==> src/rtl/cut_result_collector_pkg.sv <==
// Shared configuration, state encoding and record constants
// for the CUT result collector.
package cut_result_collector_pkg;

    localparam int DATA_WIDTH = 16;
    localparam int N          = 32;
    localparam int DIG_BYTES  = N / 8;

    localparam logic [7:0] RECORD_HDR = 8'hA5;
    localparam logic [7:0] CRC_POLY   = 8'h07;

    typedef enum logic [2:0] {
        S_IDLE,
        S_LOAD,
        S_RUN,
        S_CAPTURE,
        S_SEND
    } state_t;

endpackage

==> src/rtl/cut_result_collector_if.sv <==
// Byte-stream handshake between the collector and its consumer.
interface cut_result_collector_if;
    import cut_result_collector_pkg::*;

    logic       byte_rd;
    logic [7:0] byte_out;
    logic       byte_valid;

    modport master (input byte_rd, output byte_out, output byte_valid);
    modport slave (output byte_rd, input byte_out, input byte_valid);

endinterface

==> src/rtl/cut_crc8.sv <==
// Running CRC-8 (MSB-first, init 0) over bytes fed one per enable.
module cut_crc8
    import cut_result_collector_pkg::*;
(
    input  logic       clk,
    input  logic       rst_n,
    input  logic       i_clr,
    input  logic       i_en,
    input  logic [7:0] i_byte,
    output logic [7:0] o_crc
);

    logic [7:0] r_crc;

    function automatic logic [7:0] crc_step(input logic [7:0] c,
                                            input logic [7:0] b);
        logic [7:0] x;
        x = c ^ b;
        for (int i = 0; i < 8; i++)
            x = x[7] ? ((x << 1) ^ CRC_POLY) : (x << 1);
        return x;
    endfunction

    always_ff @(posedge clk or negedge rst_n) begin
        if (!rst_n)
            r_crc <= 8'h00;
        else if (i_clr)
            r_crc <= 8'h00;
        else if (i_en)
            r_crc <= crc_step(r_crc, i_byte);
    end

    assign o_crc = r_crc;

endmodule

==> src/rtl/cut_result_collector.sv <==
// Drives one CUT run and streams back a result record byte by byte.
// Define CUT_RESULT_CRC_EN to append a CRC-8 trailer byte.
module cut_result_collector
    import cut_result_collector_pkg::*;
#(
    parameter logic [31:0] TIMEOUT_CYCLES = 32'd1048576,
    parameter int          HOLD_CYCLES    = 2
) (
    input  logic                  clk,
    input  logic                  rst,
    input  logic                  start,
    input  logic [DATA_WIDTH-1:0] input_data,
    output logic                  rst_cut,
    output logic [DATA_WIDTH-1:0] input_to_cut,
    input  logic                  end_cut,
    input  logic [N-1:0]          output_from_cut,
    cut_result_collector_if.master bus,
    output logic                  busy,
    output logic                  done,
    output logic                  timeout
);

`ifdef CUT_RESULT_CRC_EN
    localparam int REC_LEN = 7 + DIG_BYTES;
`else
    localparam int REC_LEN = 6 + DIG_BYTES;
`endif
    localparam logic [7:0] LAST_IDX = 8'(REC_LEN - 1);
    localparam logic [7:0] DIG_END  = 8'(6 + DIG_BYTES);

    state_t                r_state;
    state_t                w_nstate;
    logic [DATA_WIDTH-1:0] r_in;
    logic [31:0]           r_cnt;
    logic [31:0]           r_hold;
    logic                  r_to;
    logic [N-1:0]          r_digest;
    logic [7:0]            r_idx;
    logic                  r_done;

    logic                  w_send;
    logic                  w_pop;
    logic                  w_last;
    logic                  w_at_limit;
    logic [7:0]            w_byte;

    assign w_send     = (r_state == S_SEND);
    assign w_pop      = w_send && bus.byte_rd;
    assign w_last     = w_pop && (r_idx == LAST_IDX);
    assign w_at_limit = (r_cnt == TIMEOUT_CYCLES);

    always_ff @(posedge clk or negedge rst) begin
        if (!rst)
            r_state <= S_IDLE;
        else
            r_state <= w_nstate;
    end

    always_comb begin
        w_nstate = r_state;
        unique case (r_state)
            S_IDLE:    if (start) w_nstate = S_LOAD;
            S_LOAD:    if (r_hold == 32'(HOLD_CYCLES - 1)) w_nstate = S_RUN;
            S_RUN:     if (end_cut || w_at_limit) w_nstate = S_CAPTURE;
            S_CAPTURE: w_nstate = S_SEND;
            S_SEND:    if (w_last) w_nstate = S_IDLE;
            default:   w_nstate = S_IDLE;
        endcase
    end

    // end_cut wins over the limit, so a timeout only latches when it is low
    always_ff @(posedge clk or negedge rst) begin
        if (!rst) begin
            r_in     <= '0;
            r_cnt    <= '0;
            r_hold   <= '0;
            r_to     <= 1'b0;
            r_digest <= '0;
            r_idx    <= '0;
            r_done   <= 1'b0;
        end else begin
            r_done <= w_last;
            case (r_state)
                S_IDLE: begin
                    if (start) begin
                        r_in   <= input_data;
                        r_cnt  <= '0;
                        r_to   <= 1'b0;
                        r_hold <= '0;
                    end
                end
                S_LOAD: begin
                    r_hold <= r_hold + 32'd1;
                    r_cnt  <= '0;
                end
                S_RUN: begin
                    if (!end_cut) begin
                        if (w_at_limit)
                            r_to <= 1'b1;
                        else if (r_cnt != 32'hFFFF_FFFF)
                            r_cnt <= r_cnt + 32'd1;
                    end
                end
                S_CAPTURE: begin
                    r_digest <= r_to ? '0 : output_from_cut;
                    r_idx    <= '0;
                end
                S_SEND: begin
                    if (w_pop)
                        r_idx <= r_idx + 8'd1;
                end
                default: ;
            endcase
        end
    end

`ifdef CUT_RESULT_CRC_EN
    logic [7:0] w_crc;

    cut_crc8 u_crc (
        .clk    (clk),
        .rst_n  (rst),
        .i_clr  (r_state == S_CAPTURE),
        .i_en   (w_pop && (r_idx < LAST_IDX)),
        .i_byte (w_byte),
        .o_crc  (w_crc)
    );
`endif

    // Multi-byte fields go out MSB first
    always_comb begin
        w_byte = 8'h00;
        if (r_idx == 8'd0)
            w_byte = RECORD_HDR;
        else if (r_idx == 8'd1)
            w_byte = {7'b0, r_to};
        else if (r_idx < 8'd6)
            w_byte = 8'(r_cnt >> {8'd5 - r_idx, 3'b000});
        else if (r_idx < DIG_END)
            w_byte = 8'(r_digest >> {DIG_END - 8'd1 - r_idx, 3'b000});
`ifdef CUT_RESULT_CRC_EN
        else
            w_byte = w_crc;
`endif
    end

    assign rst_cut        = (r_state != S_RUN);
    assign input_to_cut   = r_in;
    assign busy           = (r_state != S_IDLE);
    assign done           = r_done;
    assign timeout        = r_to;
    assign bus.byte_valid = w_send;
    assign bus.byte_out   = w_send ? w_byte : 8'h00;

endmodule

==> src/flat_wrapper.sv <==
// flat-port wrapper written by rule: the top's interface ports become plain ports
module cut_result_collector_flat import cut_result_collector_pkg::*;
#(
    parameter logic [31:0] TIMEOUT_CYCLES = 32'd1048576,
    parameter int          HOLD_CYCLES    = 2
)
  (clk, rst, start, input_data, rst_cut, input_to_cut, end_cut, output_from_cut, busy, done, timeout, bus_byte_rd, bus_byte_out, bus_byte_valid);
  cut_result_collector_if bus_i ();
  input  logic clk;
  input  logic rst;
  input  logic start;
  input  logic [DATA_WIDTH-1:0] input_data;
  output logic rst_cut;
  output logic [DATA_WIDTH-1:0] input_to_cut;
  input  logic end_cut;
  input  logic [N-1:0] output_from_cut;
  output logic busy;
  output logic done;
  output logic timeout;
  input wire logic [$bits(bus_i.byte_rd)-1:0] bus_byte_rd;
  output wire logic [$bits(bus_i.byte_out)-1:0] bus_byte_out;
  output wire logic [$bits(bus_i.byte_valid)-1:0] bus_byte_valid;
  assign bus_i.byte_rd = bus_byte_rd;
  assign bus_byte_out = bus_i.byte_out;
  assign bus_byte_valid = bus_i.byte_valid;
  cut_result_collector #(.TIMEOUT_CYCLES(TIMEOUT_CYCLES), .HOLD_CYCLES(HOLD_CYCLES)) u_core (.clk(clk), .rst(rst), .start(start), .input_data(input_data), .rst_cut(rst_cut), .input_to_cut(input_to_cut), .end_cut(end_cut), .output_from_cut(output_from_cut), .bus(bus_i), .busy(busy), .done(done), .timeout(timeout));
endmodule
==> config.mk <==
export PLATFORM = sky130hd
export DESIGN_NAME = cut_result_collector_flat
export DESIGN_NICKNAME = d
export VERILOG_FILES = /design/src/rtl/cut_result_collector_pkg.sv /design/src/rtl/cut_result_collector_if.sv /design/src/rtl/cut_crc8.sv /design/src/rtl/cut_result_collector.sv /design/src/flat_wrapper.sv
export SDC_FILE = /design/constraint.sdc
export NUM_CORES = 1
export LEC_CHECK = 0
export BUFFER_PORTS_ARGS = -buffer_cell sky130_fd_sc_hd__buf_4
export CAP_MARGIN = 20
export CORE_MARGIN = 3
export CORE_UTILIZATION = 30
export DETAILED_ROUTE_END_ITERATION = 16
export GPL_ROUTABILITY_DRIVEN = 0
export SYNTH_ARGS = -nofsm -noshare
export SYNTH_HDL_FRONTEND = slang
export SYNTH_SLANG_ARGS = --single-unit
==> constraint.sdc <==
create_clock -name clk -period 5.4 [get_ports clk]
set_input_delay 1.08 -clock clk [delete_from_list [all_inputs] [get_ports clk]]
set_output_delay 1.08 -clock clk [all_outputs]
set_load 0.02 [all_outputs]
==> metrics.yaml, run 1 <==
yosys:
  synth_cell_types: 58
  synth_edf_count: 0
  synth_nets: 787
  synthArstFlopShare_pct: 100
  synth_top_area_share_pct: 46.1
  avgSynthCellArea_sq_um: 9.36
  yosysWarnings: 0
  syn-cell-area_sq_um: 6790
  synth_cells: 725
  synth-seq-cells: 125
  synth_ff_type: "dfrtp_1"
  ys_top_cells_by_area: "dfrtp_1, nand2_1, mux4_2, o21ai_0, nand2b_1"
  yosys.area.top_type: "dfrtp_1"
  ys_seq_area_share_pct: 46.1
floorplan:
  die_y_um: 156
  initial_core_util_pct: 30.8
  core_sq_um: 22000
  rows: 54
  die_w_um: 156
  die_area_sq_um: 24500
  ios: 82
power_and_ir_drop:
  p_int_w: 0.00238
  peakVddDrop_mv: 0.219
  p_sw_share_pct: 34.4
  cellPowerDensity_nw_per_um2: 439
  p_sw_w: 0.00125
  clock_power_share_pct: 33.4
  seqPwrFrac_pct: 37.2
  pwr-share-comb_pct: 29.4
  p_leak_nw: 3.64
cells_and_area:
  instances_no_fill: 1086
  layout_commonest_cell: "nand2_1"
  multi_input_area_sq_um: 3370
  n_fill_cell: 2229
  diodes: 0
  regArea_sq_um: 3130
  areaGrowthSynthToFinish_pct: 21.5
  drive_gt1_share_pct: 19.6
  final_cell_mix: "nand2_1, dfrtp_1, buf_4"
  nNetsFinal: 855
  final_util_pct: 37.4
place:
  pre_cts_slack_ns: 1.79
  dp.cells: 1053
  io_buffers: 81
  dp_hpwl_mm: 11.8
grt:
  antenna_found_initial: 0
  overflow: 0
  gr-usage-all-layers_pct: 13.9
  grt_pass1_wl_mm: 27.7
  grt_pass1_vias: 5373
  grt_start_max_net_pins: 67
clock_tree:
  hold_buffers: 0
  clockBufferDepth: 2
  path_clk_slew_ns: 0.05
  worstSkewPairLatency_ns: 0.41
  htreeDepth: 4
  cts_tree: "yes"
  post_cts_buffers: 0
  numCtsBuffers: 17
  clkSinkCount: 125
  cts-root-buf: "clkbuf_16"
  cts_resized: 0
timing:
  fin_skew_ns: 0.00864
  finalSetupTns_ns: 0
  hold_viol_final: 0
  finalCriticalPeriod_ns: 4.12
  maxSlewViolCount: 0
  max_slew_margin_pct: 35.5
  holdWs_ns: 0.474
  worstMarginPinSlew_ns: 0.965
  rsz0062_at_grt: "no"
  fmax_mhz: 243
  finalWorstSetupSlack_ns: 1.28
  setup_violations: 0
  fin_crit_sh_pct: 76.2
worst_hold_path:
  holdPathEnd: "u_core.input_to_cut[8]$_DFFE_PN0P_"
  hold_path_depth: 2
  hp-start: "u_core.input_to_cut[8]$_DFFE_PN0P_"
  hold_class: "flip-flop to flip-flop"
routing:
  highest_layer: "met4"
  routed_wirelength_mm: 16.8
  wl_met1_mm: 7.76
  vias: 5468
  firstDrtPassIters: 5
  wl_per_cell_um: 15.4
  dr_wl_met3_um: 930
  wl_met2_mm: 7.88
  drcViolationCount: 0
  drt_first_iter_violations: 364
  via_per_inst: 5.03
  ant_nets: 0
worst_setup_path:
  r2r-start: "u_core.r_cnt[0]$_DFFE_PN0P_"
  r2r_cells: 7
  critPathRequiredTime_ns: 4.32
  critPathKind: "flip-flop to output pin"
  r2r-end: "u_core.r_cnt[29]$_DFFE_PN0P_"
  setup.worst_path.start_class: "flip-flop"
  rrSetupSlack_ns: 2.62
  cp.arrival_ns: 3.04
  critPathMaxFanout: 21
  crit_path_end_kind: "output pin"
outcome:
  status: "completed"
job:
  drv_cap: 0
metal layers:
layer  vias to the layer above  GRT usage, %
met4                         0          3.33
met5                         -             0
met1                      2617          19.3
met2                       167          21.9
met3                        19          3.57
li1                       2665             -
through the flow:
| step | area [sq um] | total power, W |
|---|---|---|
| after CTS | 8220 | 0.00364 |
| after global routing | 8250 | 0.00385 |
| after floorplan | 6790 | 0.00204 |
| final | 8250 | 0.00362 |
| after global placement | 7590 | 0.00238 |
| after detailed placement | 7590 | 0.00241 |
area by class of cell:
class                      instances  area share [%]
multi-input combinational        537            40.9
sequential                       125            37.9
timing repair buffer              87            8.16
clock buffer                      23            5.67
tap                              280            4.25
clock inverter                     9            1.93
inverter                          25            1.14
critical path, cell delays in order, from the launching register on:
cell	delay, ns
dfrtp_1	0.92
inv_1	0.23
ha_1	0.38
nor3_1	0.20
o21ai_1	0.21
o22ai_1	0.22
o22ai_1	0.11
a21oi_1	0.19
buf_4	0.17
worst max-delay path by stage:
stage	from	end	slack, ns	depth (start not counted)
final	u_core.r_idx[1]$_DFFE_PN0P_	bus_byte_out[0]	1.28	8
after CTS	u_core.r_idx[1]$_DFFE_PN0P_	bus_byte_out[0]	1.34	8
after global placement	u_core.r_idx[1]$_DFFE_PN0P_	bus_byte_out[0]	1.90	8
after detailed placement	u_core.r_idx[1]$_DFFE_PN0P_	bus_byte_out[0]	1.79	8
after floorplan	u_core.r_idx[1]$_DFFE_PN0P_	bus_byte_out[0]	1.88	9
after global routing	u_core.r_idx[1]$_DFFE_PN0P_	bus_byte_out[0]	1.11	8
cells in the mapped netlist (2+ instances only):
| cell type | instances |
|---|---|
| o21ai_1 | 5 |
| o31ai_1 | 9 |
| dfrtp_1 | 125 |
| nor2_1 | 51 |
| buf_1 | 2 |
| nor4b_1 | 3 |
| mux4_2 | 16 |
| buf_2 | 3 |
| and3_1 | 5 |
| nor3_2 | 2 |
| o211ai_1 | 6 |
| ha_1 | 9 |
| nand2b_1 | 41 |
| clkbuf_1 | 24 |
| o31ai_2 | 3 |
| nand2_1 | 138 |
| a21oi_1 | 11 |
| and4_1 | 5 |
| nor4_2 | 7 |
| buf_4 | 3 |
| mux2i_1 | 13 |
| xor2_1 | 4 |
| nand3_1 | 33 |
| o21ai_0 | 52 |
| inv_1 | 24 |
| nor3b_2 | 2 |
| and2_1 | 4 |
| a31oi_1 | 2 |
| o211ai_2 | 3 |
| or3_1 | 5 |
| xnor2_1 | 25 |
| nand4_1 | 24 |
| nor4_1 | 12 |
| nor3_1 | 21 |
| buf_6 | 4 |
| nand4b_1 | 2 |
| clkbuf_2 | 2 |
| o22ai_1 | 5 |
flip-flops by register name, indices dropped and copies added (netlist names):
register	cells
u_core.r_hold	32
u_core.timeout	1
u_core.r_cnt	32
u_core.r_state	3
u_core.input_to_cut	16
u_core.r_digest	32
u_core.r_idx	8
u_core.done	1
logic make-up (layout without fill, tap and decap cells):
| group | after synthesis | after routing | share of synthesized area, % |
|---|---|---|---|
| AND/OR/NAND/NOR | 368 | 368 | 27.8 |
| multiplexers | 29 | 29 | 7.23 |
| flip-flops | 125 | 125 | 46.1 |
| AO/OA/AOI/OAI | 102 | 102 | 9.31 |
| buffers and inverters | 63 | 144 | 4.19 |
| XOR/XNOR | 29 | 29 | 3.74 |
| adder cells (fa/ha/maj) | 9 | 9 | 1.66 |
power by group through the flow:
stage | Clock [W] | Sequential [W] | Combinational (W)
2_1_floorplan | 0 | 0.00132 | 0.000723
3_3_place_gp | 0 | 0.00138 | 0.00100
3_5_place_dp | 0 | 0.00138 | 0.00103
4_1_cts | 0.00124 | 0.00137 | 0.00103
5_1_grt | 0.00128 | 0.00137 | 0.00119
6_report | 0.00121 | 0.00135 | 0.00107
Note: power is estimated with default switching activity, not from simulation.
==> run 2: changes to the inputs <==
Settings changed: ABC_AREA set to 1.
Clock period 5.4 ns to 4.3 ns, I/O delays scaled along.
==> run 2 against run 1 <==
Die area increased by 15%. Combinational power increased by 65%. Sequential power increased by 20%. Largest power group is now combinational cells.
==> metrics.yaml, run 2 <==
yosys:
  ys_seq_area_share_pct: 39.7
  synth_top_area_share_pct: 39.7
  avgSynthCellArea_sq_um: 7.00
  synth_cells: 1126
  ys_top_cells_by_area: "dfrtp_1, nand2_1, o21ai_0, nand3_1, inv_1"
  synthArstFlopShare_pct: 100
  synthTopCellsByCount: "nand2_1, dfrtp_1, inv_1, o21ai_0, nand3_1"
  yosys.area.top_type: "dfrtp_1"
  synth_edf_count: 0
  synth_ff_type: "dfrtp_1"
  yosysWarnings: 0
  syn-cell-area_sq_um: 7880
  yosysMostFrequentCell: "nand2_1"
  synth-seq-cells: 125
  synth_cell_types: 42
  synth_nets: 1188
timing:
  fin_crit_sh_pct: 85.2
  finalSetupTns_ns: 0
  max_slew_margin_pct: 38.2
  rsz0062_at_grt: "no"
  maxSlewViolCount: 0
  finalCriticalPeriod_ns: 3.66
  hold_viol_final: 0
  worstMarginPinSlew_ns: 0.926
  setup_violations: 0
  fin_skew_ns: 0.0116
  fmax_mhz: 273
grt:
  grt_start_max_net_pins: 64
  overflow: 0
  grt_pass1_vias: 7252
  gr-usage-all-layers_pct: 15.8
  grt_pass1_wl_mm: 36.6
  antenna_found_initial: 0
cells_and_area:
  areaGrowthSynthToFinish_pct: 19.1
  layout_commonest_cell: "nand2_1"
  final_cell_area_sq_um: 9390
  nNetsFinal: 1260
  diodes: 0
  n_fill_cell: 2677
  regArea_sq_um: 3130
  final_cell_mix: "nand2_1, dfrtp_1, inv_1"
  multi_input_area_sq_um: 4070
  top_regs: "u_core.r_cnt (32), u_core.r_digest (32), u_core.r_hold (32)"
  instances_no_fill: 1541
  drive_gt1_share_pct: 15.5
floorplan:
  die_w_um: 168
  core_sq_um: 25500
  die_area_sq_um: 28300
  rows: 58
  die_y_um: 168
  initial_core_util_pct: 30.9
  ios: 82
routing:
  routed_wirelength_mm: 22.4
  drcViolationCount: 0
  vias: 7635
  via_per_inst: 4.95
  drt_first_iter_violations: 689
  firstDrtPassIters: 5
  ant_nets: 0
  wl_per_cell_um: 14.5
worst_setup_path:
  critPathRequiredTime_ns: 3.44
  cp.arrival_ns: 2.80
  cpMaxStageDelayCell: "dfrtp_1"
  cp_slowest_stage_delay_ns: 0.79
  critPathKind: "flip-flop to output pin"
  crit_path_end_kind: "output pin"
  critPathMaxFanout: 20
  crit_chain: "clkinv_1, ha_1, nand2_1, nor2_1, nand4_1, nand2_1, nand2_1, a21oi_1, buf_4"
  critPathMostFrequentCell: "nand2_1"
  path_buf_inv: 2
  setup.worst_path.start_class: "flip-flop"
  cp_top_family: "flip-flops"
place:
  placed_cell_area_sq_um: 8760
  io_buffers: 81
  dp_hpwl_mm: 16.4
  dp.cells: 1509
clock_tree:
  clkSinkCount: 125
  cts-root-buf: "clkbuf_16"
  cts_tree: "yes"
  htreeDepth: 4
  numCtsBuffers: 17
  path_clk_slew_ns: 0.06
  hold_buffers: 0
  post_cts_buffers: 0
  worstSkewPairLatency_ns: 0.43
  clockBufferDepth: 2
  cts_resized: 0
worst_hold_path:
  hold_class: "flip-flop to flip-flop"
outcome:
  status: "completed"
power_and_ir_drop:
  peakVddDrop_mv: 0.279
  cellPowerDensity_nw_per_um2: 527
  p_leak_nw: 4.26
job:
  drv_cap: 0
==> run 2: cell count changes in the layout (fill, tap and decap cells not counted), sizes merged, moves of 9 or more <==
cell,change
nand2,+197
o31ai,-12
nand3,+69
nor4,-14
xnor2,-25
a21oi,+45
nand4,+15
mux2i,-12
inv,+104
o21ai,+79
mux4,-16
nand2b,-41
o211ai,-9
nor2,+41
==> run 2: through the flow <==
step | hold WS [ns] | setup slack (ns) | power, W | utilization (%)
floorplan | 0.448 | 1.07 | 0.00295 | -
global route | 0.496 | 0.332 | 0.00528 | 36.9
global placement | 0.457 | 1.15 | 0.00341 | 34.4
finish | 0.474 | 0.636 | 0.00495 | 36.9
CTS | 0.475 | 0.647 | 0.00500 | 36.9
detailed placement | 0.461 | 1.11 | 0.00343 | 34.4
==> run 2: worst reg2reg max path, cell delays in order (launching register included) <==
cell and delay, ns:
dfrtp_1 0.44, nor2_1 0.11, inv_1 0.08, nor2_1 0.19, inv_1 0.16, nor2_2 0.46, buf_4 0.30, clkinv_1 0.67
a21oi_1 0.38, a21oi_1 0.06
==> run 2: power by group <==
group          leakage, nW  internal (W)  switching (W)
sequential            1.66       0.00144       0.000177
combinational         2.30      0.000524        0.00124
clock                0.302      0.000935       0.000623
==> run 2: final timing paths <==
check	start	end	slack, ns	depth (start not counted)
min	u_core.input_to_cut[11]$_DFFE_PN0P_	u_core.input_to_cut[11]$_DFFE_PN0P_	0.47	2
min reg2reg	u_core.input_to_cut[11]$_DFFE_PN0P_	u_core.input_to_cut[11]$_DFFE_PN0P_	0.47	2
max in group asynchronous	rst	u_core.input_to_cut[9]$_DFFE_PN0P_	2.75	3
max reg2reg	u_core.r_state[1]$_DFFE_PN0P_	u_core.r_hold[16]$_DFFE_PN0P_	1.35	9
max	u_core.r_idx[1]$_DFFE_PN0P_	bus_byte_out[0]	0.64	9
min in group asynchronous	rst	u_core.r_digest[2]$_DFFE_PN0P_	0.49	1
==> run 2: layout make-up <==
| cell class | count | area share, % |
|---|---|---|
| Multi-Input combinational cell | 838 | 43.4 |
| Sequential cell | 125 | 33.3 |
| Timing Repair Buffer | 91 | 7.28 |
| Inverter | 125 | 5.00 |
| Clock buffer | 17 | 4.53 |
| Tap cell | 330 | 4.40 |
| Clock inverter | 15 | 2.13 |
==> run 2: cell families (layout without fill, tap and decap cells) <==
kind of cell | count (synthesis) | in the layout | share of synthesized area, %
simple gates | 617 | 617 | 34.6
compound gates | 203 | 203 | 14.5
buf+inv | 163 | 248 | 8.67
flops | 125 | 125 | 39.7
fa+ha+maj | 9 | 9 | 1.43
xor+xnor | 7 | 7 | 0.778
mux | 2 | 2 | 0.270
==> run 2: per-layer routing <==
| metal | GRT usage (%) | part of all wire [%] | routed length, um | up-vias |
|---|---|---|---|---|
| li1 | - | - | - | 3851 |
| met1 | 21.4 | 46 | 10400 | 3510 |
| met2 | 25.6 | 45 | 10200 | 232 |
| met3 | 3.38 | 6.4 | 1440 | 42 |
| met4 | 4.38 | 1.9 | 434 | 0 |
| met5 | 0 | 0 | 0 | - |
